===== src/rtl/serial_link_word_packer.sv =====
// Packs a serial byte stream little-endian into 32-bit words and pushes each
// word, or a flushed partial word, to the mailbox as a single OBI write.
module serial_link_word_packer #(
  parameter int                    DATA_WIDTH = 32,
  parameter int                    ADDR_WIDTH = 32,
  parameter logic [ADDR_WIDTH-1:0] MBOX_ADDR  = '0,
  parameter int                    CNT_WIDTH  = 16
) (
  input  logic                  clk_i,
  input  logic                  rst_ni,
  input  logic                  byte_valid_i,
  output logic                  byte_ready_o,
  input  logic [7:0]            byte_data_i,
  input  logic                  flush_i,
  output logic                  writer_req_o,
  input  logic                  writer_gnt_i,
  input  logic                  writer_rvalid_i,
  output logic [ADDR_WIDTH-1:0] writer_addr_o,
  output logic                  writer_we_o,
  output logic [3:0]            writer_be_o,
  output logic [DATA_WIDTH-1:0] writer_wdata_o,
  output logic [CNT_WIDTH-1:0]  words_sent_o,
  output logic                  busy_o
);

  typedef enum logic {FILL, REQ} state_e;

  state_e                state_q, state_d;
  logic [1:0]            idx_q, idx_d;
  logic [DATA_WIDTH-1:0] word_q, word_d;
  logic [3:0]            be_q, be_d;
  logic [CNT_WIDTH-1:0]  cnt_q, cnt_d;

  // Writes are fire-and-forget; the response channel carries nothing we need.
  logic unused_rvalid;
  assign unused_rvalid = writer_rvalid_i;

  always_ff @(posedge clk_i) begin
    if (!rst_ni) begin
      state_q <= FILL;
      idx_q   <= 2'd0;
      word_q  <= '0;
      be_q    <= 4'h0;
      cnt_q   <= '0;
    end else begin
      state_q <= state_d;
      idx_q   <= idx_d;
      word_q  <= word_d;
      be_q    <= be_d;
      cnt_q   <= cnt_d;
    end
  end

  always_comb begin
    state_d      = state_q;
    idx_d        = idx_q;
    word_d       = word_q;
    be_d         = be_q;
    cnt_d        = cnt_q;
    byte_ready_o = 1'b0;
    writer_req_o = 1'b0;
    unique case (state_q)
      FILL: begin
        byte_ready_o = 1'b1;
        if (byte_valid_i) begin
          word_d[{idx_q, 3'b000} +: 8] = byte_data_i;
          be_d[idx_q]                  = 1'b1;
          idx_d                        = idx_q + 2'd1;
        end
        // The byte (if any) lands first, so a same-cycle flush includes it.
        if ((byte_valid_i && idx_q == 2'd3) ||
            (flush_i && (byte_valid_i || idx_q != 2'd0))) begin
          state_d = REQ;
          idx_d   = 2'd0;
        end
      end
      REQ: begin
        writer_req_o = 1'b1;
        if (writer_gnt_i) begin
          cnt_d   = cnt_q + {{(CNT_WIDTH-1){1'b0}}, 1'b1};
          word_d  = '0;
          be_d    = 4'h0;
          state_d = FILL;
        end
      end
      default: state_d = FILL;
    endcase
  end

  assign writer_addr_o  = MBOX_ADDR;
  assign writer_we_o    = 1'b1;
  assign writer_be_o    = be_q;
  assign writer_wdata_o = word_q;
  assign words_sent_o   = cnt_q;
  assign busy_o         = (state_q == REQ) || (idx_q != 2'd0);

endmodule


===== config.mk =====
export PLATFORM = sky130hd
export DESIGN_NAME = serial_link_word_packer
export DESIGN_NICKNAME = d
export VERILOG_FILES = /design/src/rtl/serial_link_word_packer.sv
export SDC_FILE = /design/constraint.sdc
export NUM_CORES = 1
export LEC_CHECK = 0
export BUFFER_PORTS_ARGS = -buffer_cell sky130_fd_sc_hd__buf_4
export CAP_MARGIN = 0
export CORE_MARGIN = 2
export CORE_UTILIZATION = 44
export DETAILED_ROUTE_END_ITERATION = 8
export GPL_TIMING_DRIVEN = 0
export PLACE_DENSITY = 0.8
export RECOVER_POWER = 25
export SKIP_LAST_GASP = 1
export SLEW_MARGIN = 20
export SYNTH_ARGS = -nofsm -noshare
export SYNTH_HDL_FRONTEND = slang
export SYNTH_SLANG_ARGS = --single-unit

===== constraint.sdc =====
create_clock -name clk_i -period 2.3 [get_ports clk_i]
set_clock_uncertainty 0.2 [all_clocks]
set_input_delay 0.115 -clock clk_i [delete_from_list [all_inputs] [get_ports clk_i]]
set_output_delay 0.115 -clock clk_i [all_outputs]
set_load 0.1 [all_outputs]

==> impl_metrics.json <==
{
  "synth_warnings": 0,
  "timing.final.crit_share_pct": 93.9,
  "synth_area_per_cell_sq_um": 9.30,
  "yosys-top-cells-area": "dfxtp_1 41%, buf_4 9.2%, a22oi_1 7.8%, nor2b_1 6.8%, ha_1 4.2%",
  "status": "finished clean",
  "antenna_cells": 0,
  "clock_latency_ns": 0.30,
  "dpl.cell_count": 460,
  "drive_gt1_share_pct": 23.9,
  "drv_slew": 0,
  "placement.io_buffers": 66,
  "final-setup-viol-count": 0,
  "wl_mm": 6.38,
  "multiInputGateArea_sq_um": 1390,
  "slew_headroom_pct": 19.5,
  "worstMarginPinSlew_ns": 1.21,
  "ys_types": 37,
  "power_density_nw_per_um2": 612,
  "regToRegStartpoint": "idx_q[0]",
  "rsz0062_at_grt": "false",
  "yosysMostFrequentCell": "dfxtp_1",
  "hold_start": "rst_ni",
  "holdWs_ns": 0.00378,
  "whs_path_depth": 3,
  "io_pins": 102,
  "drt_first_iter_violations": 148,
  "grt_pass1_vias": 2216,
  "r2r_end": "writer_wdata_o[26]",
  "die_h_microns": 82.0,
  "r2r_cells": 7,
  "firstDrtPassIters": 4,
  "synth_seq_area_share_pct": 41.1,
  "fp-row-count": 28,
  "gr-total-overflow": 0,
  "yosys_most_used_dff": "dfxtp_1",
  "synth_top_area_cell": "dfxtp_1",
  "viasPerCell": 4.88,
  "fillCellCount": 556,
  "min_to": "words_sent_o[9]",
  "ant_nets": 0,
  "hold_viol_final": 0,
  "area_delta_synth_final_pct": 31.2,
  "die_x_microns": 82.0,
  "antenna_found_initial": 0,
  "layout_min_cycle_time_ns": 2.16,
  "synth-seq-cells": 55,
  "netlist_instances": 288,
  "required_ns": 2.34,
  "num_vias": 2349,
  "fin_cells": 481,
  "grt_pass1_wl_mm": 10.2,
  "htree_levels": 2,
  "cp.arrival_ns": 2.20,
  "drv_cap": 0,
  "clk_path_buf_depth": 2,
  "start_util_pct": 45.5,
  "ff_latch_area_sq_um": 1110,
  "cts-root-buf": "clkbuf_8",
  "gp_congestion": 0.841,
  "ys_async_sr_fraction_pct": 0,
  "timing.fmax_ghz": 0.463,
  "leakagePower_uw": 0.00150,
  "fp.dieArea_sq_um": 6730,
  "synth_area_sq_um": 2680,
  "hpwl_mm": 4.74,
  "worstSetupPathType": "reg2reg",
  "end_kind": "flip-flop",
  "synth_common_cells": "55 x dfxtp_1, 33 x buf_4, 29 x nor2b_1",
  "grt_max_degree": 17,
  "fin_nets": 428,
  "synth_top_area_share_pct": 41.1,
  "vdd_ir_drop_max_mv": 0.466,
  "worstPathMaxFanout": 9,
  "cp-start-kind": "flip-flop",
  "clk_pin_slew_worst_paths_ns": 0.10,
  "cts_tree": "done",
  "avgRoutedWirePerCell_microns": 13.3,
  "rrSetupSlack_ns": 0.14,
  "grt.total_usage_pct": 19.6,
  "drc_errors": 0,
  "clock_sinks": 55,
  "core_area_sq_um": 5890,
  "synth_edf_count": 0,
  "numCtsBuffers": 5,
  "hold_path.class": "in2reg"
}
## worst max path at each step
| stage | startpoint | to | slack (ns) | cells after the start |
|---|---|---|---|---|
| 2_1_floorplan | words_sent_o[3] | words_sent_o[11] | 0.03 | 4 |
| 3_3_place_gp | idx_q[0] | writer_wdata_o[15] | -0.11 | 6 |
| 3_5_place_dp | idx_q[0] | writer_wdata_o[11] | -0.17 | 6 |
| 4_1_cts | idx_q[0] | writer_wdata_o[20] | 0.02 | 6 |
| 5_1_grt | idx_q[0] | writer_wdata_o[8] | 0.01 | 7 |
| 6_report | idx_q[0] | writer_wdata_o[26] | 0.14 | 7 |
## layout by cell type (no fill, tap or decap), types with 2 or more instances in the layout
| cell | synthesis | routed |
|---|---|---|
| dfxtp_2 | 0 | 5 |
| nand4_1 | 2 | 2 |
| nor3_1 | 4 | 3 |
| a2111oi_4 | 2 | 2 |
| nand3b_1 | 2 | 2 |
| nor2b_1 | 29 | 29 |
| xnor2_1 | 2 | 2 |
| ha_1 | 9 | 8 |
| a22oi_1 | 28 | 28 |
| nand3_1 | 17 | 17 |
| a21oi_1 | 4 | 4 |
| nand2b_1 | 5 | 5 |
| a21boi_1 | 3 | 3 |
| and2_1 | 7 | 7 |
| clkbuf_1 | 9 | 37 |
| clkbuf_8 | 0 | 6 |
| or3_1 | 3 | 3 |
| xor2_1 | 5 | 5 |
| nor4_1 | 2 | 2 |
| dfxtp_1 | 55 | 50 |
| a21boi_0 | 11 | 11 |
| nand2_1 | 23 | 23 |
| nor2_1 | 3 | 3 |
| dlygate4sd3_1 | 0 | 10 |
| inv_1 | 7 | 7 |
| mux2i_1 | 5 | 5 |
| o21ai_0 | 5 | 5 |
| buf_4 | 33 | 75 |
| conb_1 | 2 | 33 |
## registers in the layout, indices dropped and copies added, names as in the netlist
signal / count
words_sent_o: 16
writer_be_o: 4
state_q: 1
writer_wdata_o: 32
idx_q: 2
## power breakdown
group / switching (uW) / internal, uW / total (uW)
Combinational: 490 / 120 / 610
Sequential: 13.7 / 970 / 983
Clock: 309 / 248 / 557
Total: 813 / 1340 / 2150
## kinds of logic (layout without fill, tap and decap cells)
group	count (synthesis)	in the layout	synth area share (%)
and+or+nand+nor	104	104	22.2
AOI/OAI and AO/OA	56	56	16.4
DFF	55	55	41.1
buffers and inverters	50	137	11.7
adders and majority gates	9	9	4.20
xor gates and xnor gates	7	7	2.29
muxes	5	5	1.87
other	2	33	0.280
## layout make-up
| cell class | count | area share [%] |
|---|---|---|
| Multi-Input combinational cell | 214 | 39.5 |
| Sequential cell | 55 | 31.5 |
| Timing Repair Buffer | 79 | 14.7 |
| Buffer | 43 | 8.15 |
| Tap cell | 75 | 2.67 |
| Clock buffer | 7 | 2.46 |
| Inverter | 7 | 0.748 |
| Clock inverter | 1 | 0.249 |
## layer usage
layer	share of wire [%]	global-route usage, %
met5	0	0
met4	0.96	5.00
met3	8.2	5.60
met2	50	34.1
met1	41	23.7
## through the flow
stage	instance area (sq um)	utilization, %	total power, uW	setup slack [ns]	TNS (ns)
2_1_floorplan	2800	-	1520	0.0305	0
3_3_place_gp	3390	57.6	1600	-0.112	-1.48
3_5_place_dp	3390	57.6	1610	-0.167	-2.49
4_1_cts	3600	61.2	2180	0.0178	0
5_1_grt	3510	59.7	2240	0.0140	0
6_report	3510	59.7	2150	0.140	0
## repair_timing
item | 4_1_cts | 5_1_grt
gates resized for setup | 1 | 3
hold buffers | 10 | 0
hold endpoints to repair | 36 | 0
pin swaps | 2 | 1
setup endpoints to repair | 24 | 32
buffers inserted | 2 | 1
gates cloned | 0 | 0
## critical path: stages, from the launching register on
cell       delay (ns)
dfxtp_2          0.43
inv_1            0.14
ha_1             0.26
or3b_4           0.42
a2111oi_4        0.20
buf_4            0.22
a22oi_1          0.07
nor2b_1          0.15
(Power assumes the default switching activity.)
